==> config.mk <==
export PLATFORM = sky130hd
export DESIGN_NAME = pc_fetch
export DESIGN_NICKNAME = d
export VERILOG_FILES = /design/src/rtl/pc_fetch_pkg.sv /design/src/rtl/pc_fetch_next_pc_calc.sv /design/src/rtl/pc_fetch.sv
export SDC_FILE = /design/constraint.sdc
export NUM_CORES = 1
export LEC_CHECK = 0
export ABC_AREA = 1
export BUFFER_PORTS_ARGS = -buffer_cell sky130_fd_sc_hd__buf_2
export CAP_MARGIN = 20
export CELL_PAD_IN_SITES_DETAIL_PLACEMENT = 1
export CELL_PAD_IN_SITES_GLOBAL_PLACEMENT = 2
export CORE_ASPECT_RATIO = 1.75
export CORE_UTILIZATION = 24
export DETAILED_ROUTE_END_ITERATION = 10
export PLACE_DENSITY_LB_ADDON = 0.1
export RECOVER_POWER = 25
export SYNTH_ARGS = -nofsm -noshare
export SYNTH_HDL_FRONTEND = slang
export SYNTH_HIERARCHICAL = 1
export SYNTH_SLANG_ARGS = --single-unit
==> constraint.sdc <==
create_clock -name clk -period 3.1 [get_ports clk]
set_input_delay 0.31 -clock clk [delete_from_list [all_inputs] [get_ports clk]]
set_output_delay 0.31 -clock clk [all_outputs]
set_load 0.03 [all_outputs]
==> src/rtl/pc_fetch_pkg.sv <==
// rtl/pc_fetch_pkg.sv - shared state, next-PC select encodings and reset PC for the fetch unit
package pc_fetch_pkg;

    typedef enum logic {
        FETCH = 1'b0,
        ISSUE = 1'b1
    } fetch_state_e;

    localparam logic [1:0] PC_SEQ = 2'b00;
    localparam logic [1:0] PC_BR  = 2'b01;
    localparam logic [1:0] PC_J   = 2'b10;
    localparam logic [1:0] PC_JR  = 2'b11;

    localparam logic [31:0] RESET_PC_DEFAULT = 32'h0000_0000;

endpackage

==> src/rtl/pc_fetch_next_pc_calc.sv <==
// rtl/pc_fetch_next_pc_calc.sv - combinational next-PC selection with word alignment
module next_pc_calc
    import pc_fetch_pkg::*;
(
    input  logic [31:0] pc_i,
    input  logic [1:0]  pcsrc_i,
    input  logic        branch_taken_i,
    input  logic [31:0] branch_off_i,
    input  logic [31:0] jumpadd_i,
    input  logic [31:0] jr_addr_i,
    output logic [31:0] pc4_o,
    output logic [31:0] next_pc_o,
    output logic        misalign_o
);

    logic [31:0] target;

    assign pc4_o = pc_i + 32'd4;

    always_comb begin
        target = pc4_o;
        case (pcsrc_i)
            PC_SEQ:  target = pc4_o;
            PC_BR:   target = branch_taken_i ? (pc4_o + {branch_off_i[29:0], 2'b00}) : pc4_o;
            PC_J:    target = jumpadd_i;
            PC_JR:   target = jr_addr_i;
            default: target = pc4_o;
        endcase
    end

    // Low bits are dropped rather than faulting; the flag lets the core trap later.
    assign next_pc_o  = {target[31:2], 2'b00};
    assign misalign_o = |target[1:0];

endmodule

==> src/rtl/pc_fetch.sv <==
// rtl/pc_fetch.sv - two-state instruction fetch unit: request, capture, issue, advance PC
module pc_fetch
    import pc_fetch_pkg::*;
#(
    parameter logic [31:0] RESET_PC = RESET_PC_DEFAULT
) (
    input  logic        clk,
    input  logic        rst,
    input  logic [1:0]  pcsrc,
    input  logic        branch_taken,
    input  logic [31:0] branch_off,
    input  logic [31:0] jumpadd,
    input  logic [31:0] jr_addr,
    input  logic        stall,
    input  logic        imem_ack,
    input  logic [31:0] imem_rdata,
    output logic        imem_req,
    output logic [31:0] imem_addr,
    output logic [31:0] pc,
    output logic [31:0] pc4,
    output logic [31:0] instr,
    output logic        instr_valid,
    output logic        misalign
);

    fetch_state_e state_q, state_d;
    logic [31:0]  pc_q, pc_d;
    logic [31:0]  instr_q, instr_d;
    logic         misalign_q, misalign_d;
    logic [31:0]  npc;
    logic         npc_misalign;

    next_pc_calc u_next_pc_calc (
        .pc_i           (pc_q),
        .pcsrc_i        (pcsrc),
        .branch_taken_i (branch_taken),
        .branch_off_i   (branch_off),
        .jumpadd_i      (jumpadd),
        .jr_addr_i      (jr_addr),
        .pc4_o          (pc4),
        .next_pc_o      (npc),
        .misalign_o     (npc_misalign)
    );

    always_ff @(posedge clk) begin
        if (rst) begin
            state_q    <= FETCH;
            pc_q       <= RESET_PC;
            instr_q    <= 32'h0;
            misalign_q <= 1'b0;
        end else begin
            state_q    <= state_d;
            pc_q       <= pc_d;
            instr_q    <= instr_d;
            misalign_q <= misalign_d;
        end
    end

    // Control inputs only matter on the ISSUE cycle that releases the PC.
    always_comb begin
        state_d    = state_q;
        pc_d       = pc_q;
        instr_d    = instr_q;
        misalign_d = 1'b0;
        case (state_q)
            FETCH: begin
                if (imem_ack) begin
                    instr_d = imem_rdata;
                    state_d = ISSUE;
                end
            end
            ISSUE: begin
                if (!stall) begin
                    pc_d       = npc;
                    misalign_d = npc_misalign;
                    state_d    = FETCH;
                end
            end
            default: state_d = FETCH;
        endcase
    end

    // Outputs are gated by rst so nothing is requested or issued while reset is held.
    assign imem_req    = !rst && (state_q == FETCH);
    assign instr_valid = !rst && (state_q == ISSUE);
    assign imem_addr   = pc_q;
    assign pc          = pc_q;
    assign instr       = instr_q;
    assign misalign    = misalign_q;

endmodule

==> results.txt <==
Critical Path RT: 3.34 ns
Area after DPL: 9971 um^2
Post-Synth Simple-Gate Area: 0.4417
Post-route minimum period: 3.155 ns
Post-synthesis mux area share: 0
Int Pwr: 2.271 mW
Place WS: -0.4484 ns
Combinational family with the most area after synthesis: simple AND/OR/NAND/NOR gates
DRC: 0
Adder-cell area share of the yosys netlist: 0.06247
Synth cell types: 44
Row Count: 83
Outcome: finished, violations left
Clock power share: 0.279
Fin. Hold Viols: 0
Die Y: 230.0 um
H-tree Lvls: 3
Slew @ Worst Pin: 0.8323 ns
Area grow syn2layout: 62.20%
Worst EP arrival: 3.40 ns
Vias in the first global route: 9886
Min-delay src: imem_rdata[12]
Total GRT Usage: 0.2333
DRT antenna net count: 0
Skew-Pair Late Insertion Delay: 0.35 ns
Register area: 1339 um^2
Die area: 30430 um^2
Sequential share of the synthesized area: 0.1853
Final wirelength: 35.57 mm
Average size of a mapped cell: 5.615 um^2
GRT Residual Overflow: 0
Final net count: 1853
Largest net degree at the start of global routing: 34
Failing checks: setup timing
Worst hold path depth: 5
Routability cong.: 0.8244
Hold Path Sink: instr[12]$_SDFFE_PP0P_
XOR/XNOR Fraction of Synth Area: 0.02825
Via/cell ratio: 4.500
Max-cap violations: 0
Flop pwr share: 0.255
IR drop worst, VDD: 316.5 uV
Cts hold-fix bufs: 0
Final Cell Area: 11570 um^2
First-pass GRT wire length: 54.19 mm
Critical Path Source: imem_addr[2]$_SDFFE_PP0P_
Initial Utilization: 0.2435
Max Transition Viols Final: 0
Cells after Synth: 1270
Core area: 29290 um^2
Worst Hold Class: input port to flop
Total power: 3.792 mW
PortBufs: 263
Yosys warns: 6
Leakage Power: 6.168 nW
Multi-input gate area: 5752 um^2
Inserted Clock Buffers: 9
R2R Setup Slk: -0.06 ns
CTS tree: built
RSZ-0062 raised after global routing: true
Post-Syn Area: 7131 um^2
Worst setup EP type: flop
Fmax: 316.9 MHz
Sw Pwr: 1.521 mW
Antenna violations before repair: 1
Vias: 9320
Logic pwr share: 0.466
Initial detailed-routing violation count: 263
Yosys reg bits: 66
Fillers: 3948
Reg2reg path depth: 22
CP startpoint kind: flop
DP Wirelength: 29.25 mm
Synth Area in Compound Gates: 0.1012
IO Pins: 266
Drt wl/cell: 17.17 um
Max transition margin: 0.4451
Final setup violating endpoints: 6
Worst Skew: 0.004991 ns
Die Span X: 132.3 um
Drt pass-1 iters: 4
Clock Tree Buf Depth: 2
Worst-path maximum fanout: 4
PD cells: 327.9 nW/um^2
Switching power as a share of total power: 0.4011
Tcrit/Tclk final: 1.018
Reg-to-Reg Start: imem_addr[2]$_SDFFE_PP0P_
Clock sink count: 66
Setup tns final: -0.1786 ns
Clock slew at the register clock pins of the worst setup and hold paths: 0.06 ns
Worst hold margin: 0.2662 ns
Worst R2R End: imem_addr[27]$_SDFFE_PP0P_
Final WS setup: -0.05519 ns
Root buf cell: clkbuf_16
Critical setup path kind: flop to flop
Share of cells above drive strength 1: 0.4212
## cell usage after synthesis, drive strengths merged
master,number,share of area
nor4,2,0.0018
fa,1,0.0028
and2,3,0.0026
xor2,11,0.014
buf,66,0.065
o21bai,7,0.0074
a221oi,1,0.0012
a21oi,41,0.029
o32ai,1,0.0012
o21ai,36,0.025
xnor2,12,0.015
nand4,11,0.0097
a22o,21,0.026
nor3,11,0.011
inv,206,0.11
a21o,4,0.0042
nor2,220,0.12
nand2,353,0.19
conb,1,0.00053
or2,6,0.0053
dfxtp,66,0.19
a31oi,1,0.00088
nand3b,10,0.011
ha,34,0.060
clkinv,1,0.00053
o211ai,5,0.0053
clkbuf,11,0.0058
nand3,126,0.090
nor3b,1,0.0011
o2111ai,1,0.0012
## cell type report
| type | count | area share |
|---|---|---|
| diodes | 1 | 0.0002164 |
| clock buffers | 14 | 0.02283 |
| clock inverters | 2 | 0.003029 |
| inverters | 207 | 0.06859 |
| multi-input cells | 921 | 0.4973 |
| flip-flops and latches | 66 | 0.1158 |
| well taps | 382 | 0.04132 |
| repair buffers | 478 | 0.2510 |
## power by group through the flow
stage / Combinational [mW] / Sequential (mW) / Clock, mW
CTS: 1.69 / 0.968 / 1.10
floorplan: 0.782 / 1.10 / 0
global route: 1.92 / 0.977 / 1.12
global placement: 1.52 / 0.980 / 0
detailed placement: 1.54 / 0.983 / 0
finish: 1.77 / 0.968 / 1.06
## state kept, by name, summed over array words and instances (netlist names)
register	flops
state_q	1
instr	32
misalign	1
imem_addr	32
## stage by stage
step           instances  utilization
3_5_place_dp        2038       0.3405
3_3_place_gp        2038       0.3405
2_1_floorplan       1271            -
5_1_grt             2071       0.3949
4_1_cts             2062       0.3793
6_report            2071       0.3949
## worst max-delay path by stage
stage,endpoint,slack (ns)
floorplan,imem_addr[28]$_SDFFE_PP0P_,0.02
global placement,imem_addr[27]$_SDFFE_PP0P_,-0.38
detailed placement,imem_addr[27]$_SDFFE_PP0P_,-0.45
CTS,imem_addr[26]$_SDFFE_PP0P_,-0.03
global route,imem_addr[24]$_SDFFE_PP0P_,-0.23
finish,imem_addr[27]$_SDFFE_PP0P_,-0.06
## worst max-delay path, stage by stage, from the launching register on
cell and delay, ns:
dfxtp_4 0.37, buf_6 0.10, clkinvlp_4 0.09, nor2_4 0.17, nand2_4 0.11, inv_4 0.08, buf_4 0.11, nand4_1 0.22
xor2_2 0.26, ha_4 0.36, nand2_4 0.09, nor2_4 0.18, nand2_2 0.08, nor2_2 0.10, nand2_2 0.09, nand4_1 0.10
nand3_1 0.09, nand2_1 0.08, nand3b_1 0.10, inv_1 0.08, nand3_1 0.06, nand2_1 0.09, nor2_1 0.04
## cells in the final DEF, fill, tap and decap left out, types with 6 or more instances in the layout
cell and instances:
ha_4 27, nand2_2 60, a21oi_2 17, a21oi_4 6
dfxtp_1 56, inv_1 178, a22o_1 21, nand3_1 106
inv_2 22, nand2_4 14, o21ai_1 12, nand2_1 279
clkbuf_1 47, nand3b_1 10, o21ai_0 17, a21oi_1 18
xor2_2 7, ha_1 6, clkbuf_16 9, buf_6 8
buf_4 206, nand4_1 11, nor2_1 180, buf_2 220
nor2_2 21, nor2_4 18, dfxtp_2 8, nand3_2 20
## cells by family after synthesis
logic type      after synthesis
compound gates              118
xor+xnor                     23
fa+ha+maj                    35
buf+inv                     284
flops                        66
other cells                   1
simple gates                743
## metal layers
| metal | routed length [um] | vias to the layer above | track usage |
|---|---|---|---|
| met3 | 1052 | 49 | 0.02646 |
| met2 | 20020 | 192 | 0.4699 |
| met5 | 0 | - | 0 |
| met1 | 13420 | 4349 | 0.2405 |
| met4 | 1078 | 0 | 0.08872 |
| li1 | - | 4730 | - |
## what timing repair did
| action | in CTS | in global routing |
|---|---|---|
| resized for setup | 174 | 121 |
| pin swaps | 58 | 69 |
| setup buffers | 9 | 8 |
| endpoints found under the setup margin | 23 | 26 |
Note: power is estimated with default switching activity, not from simulation.
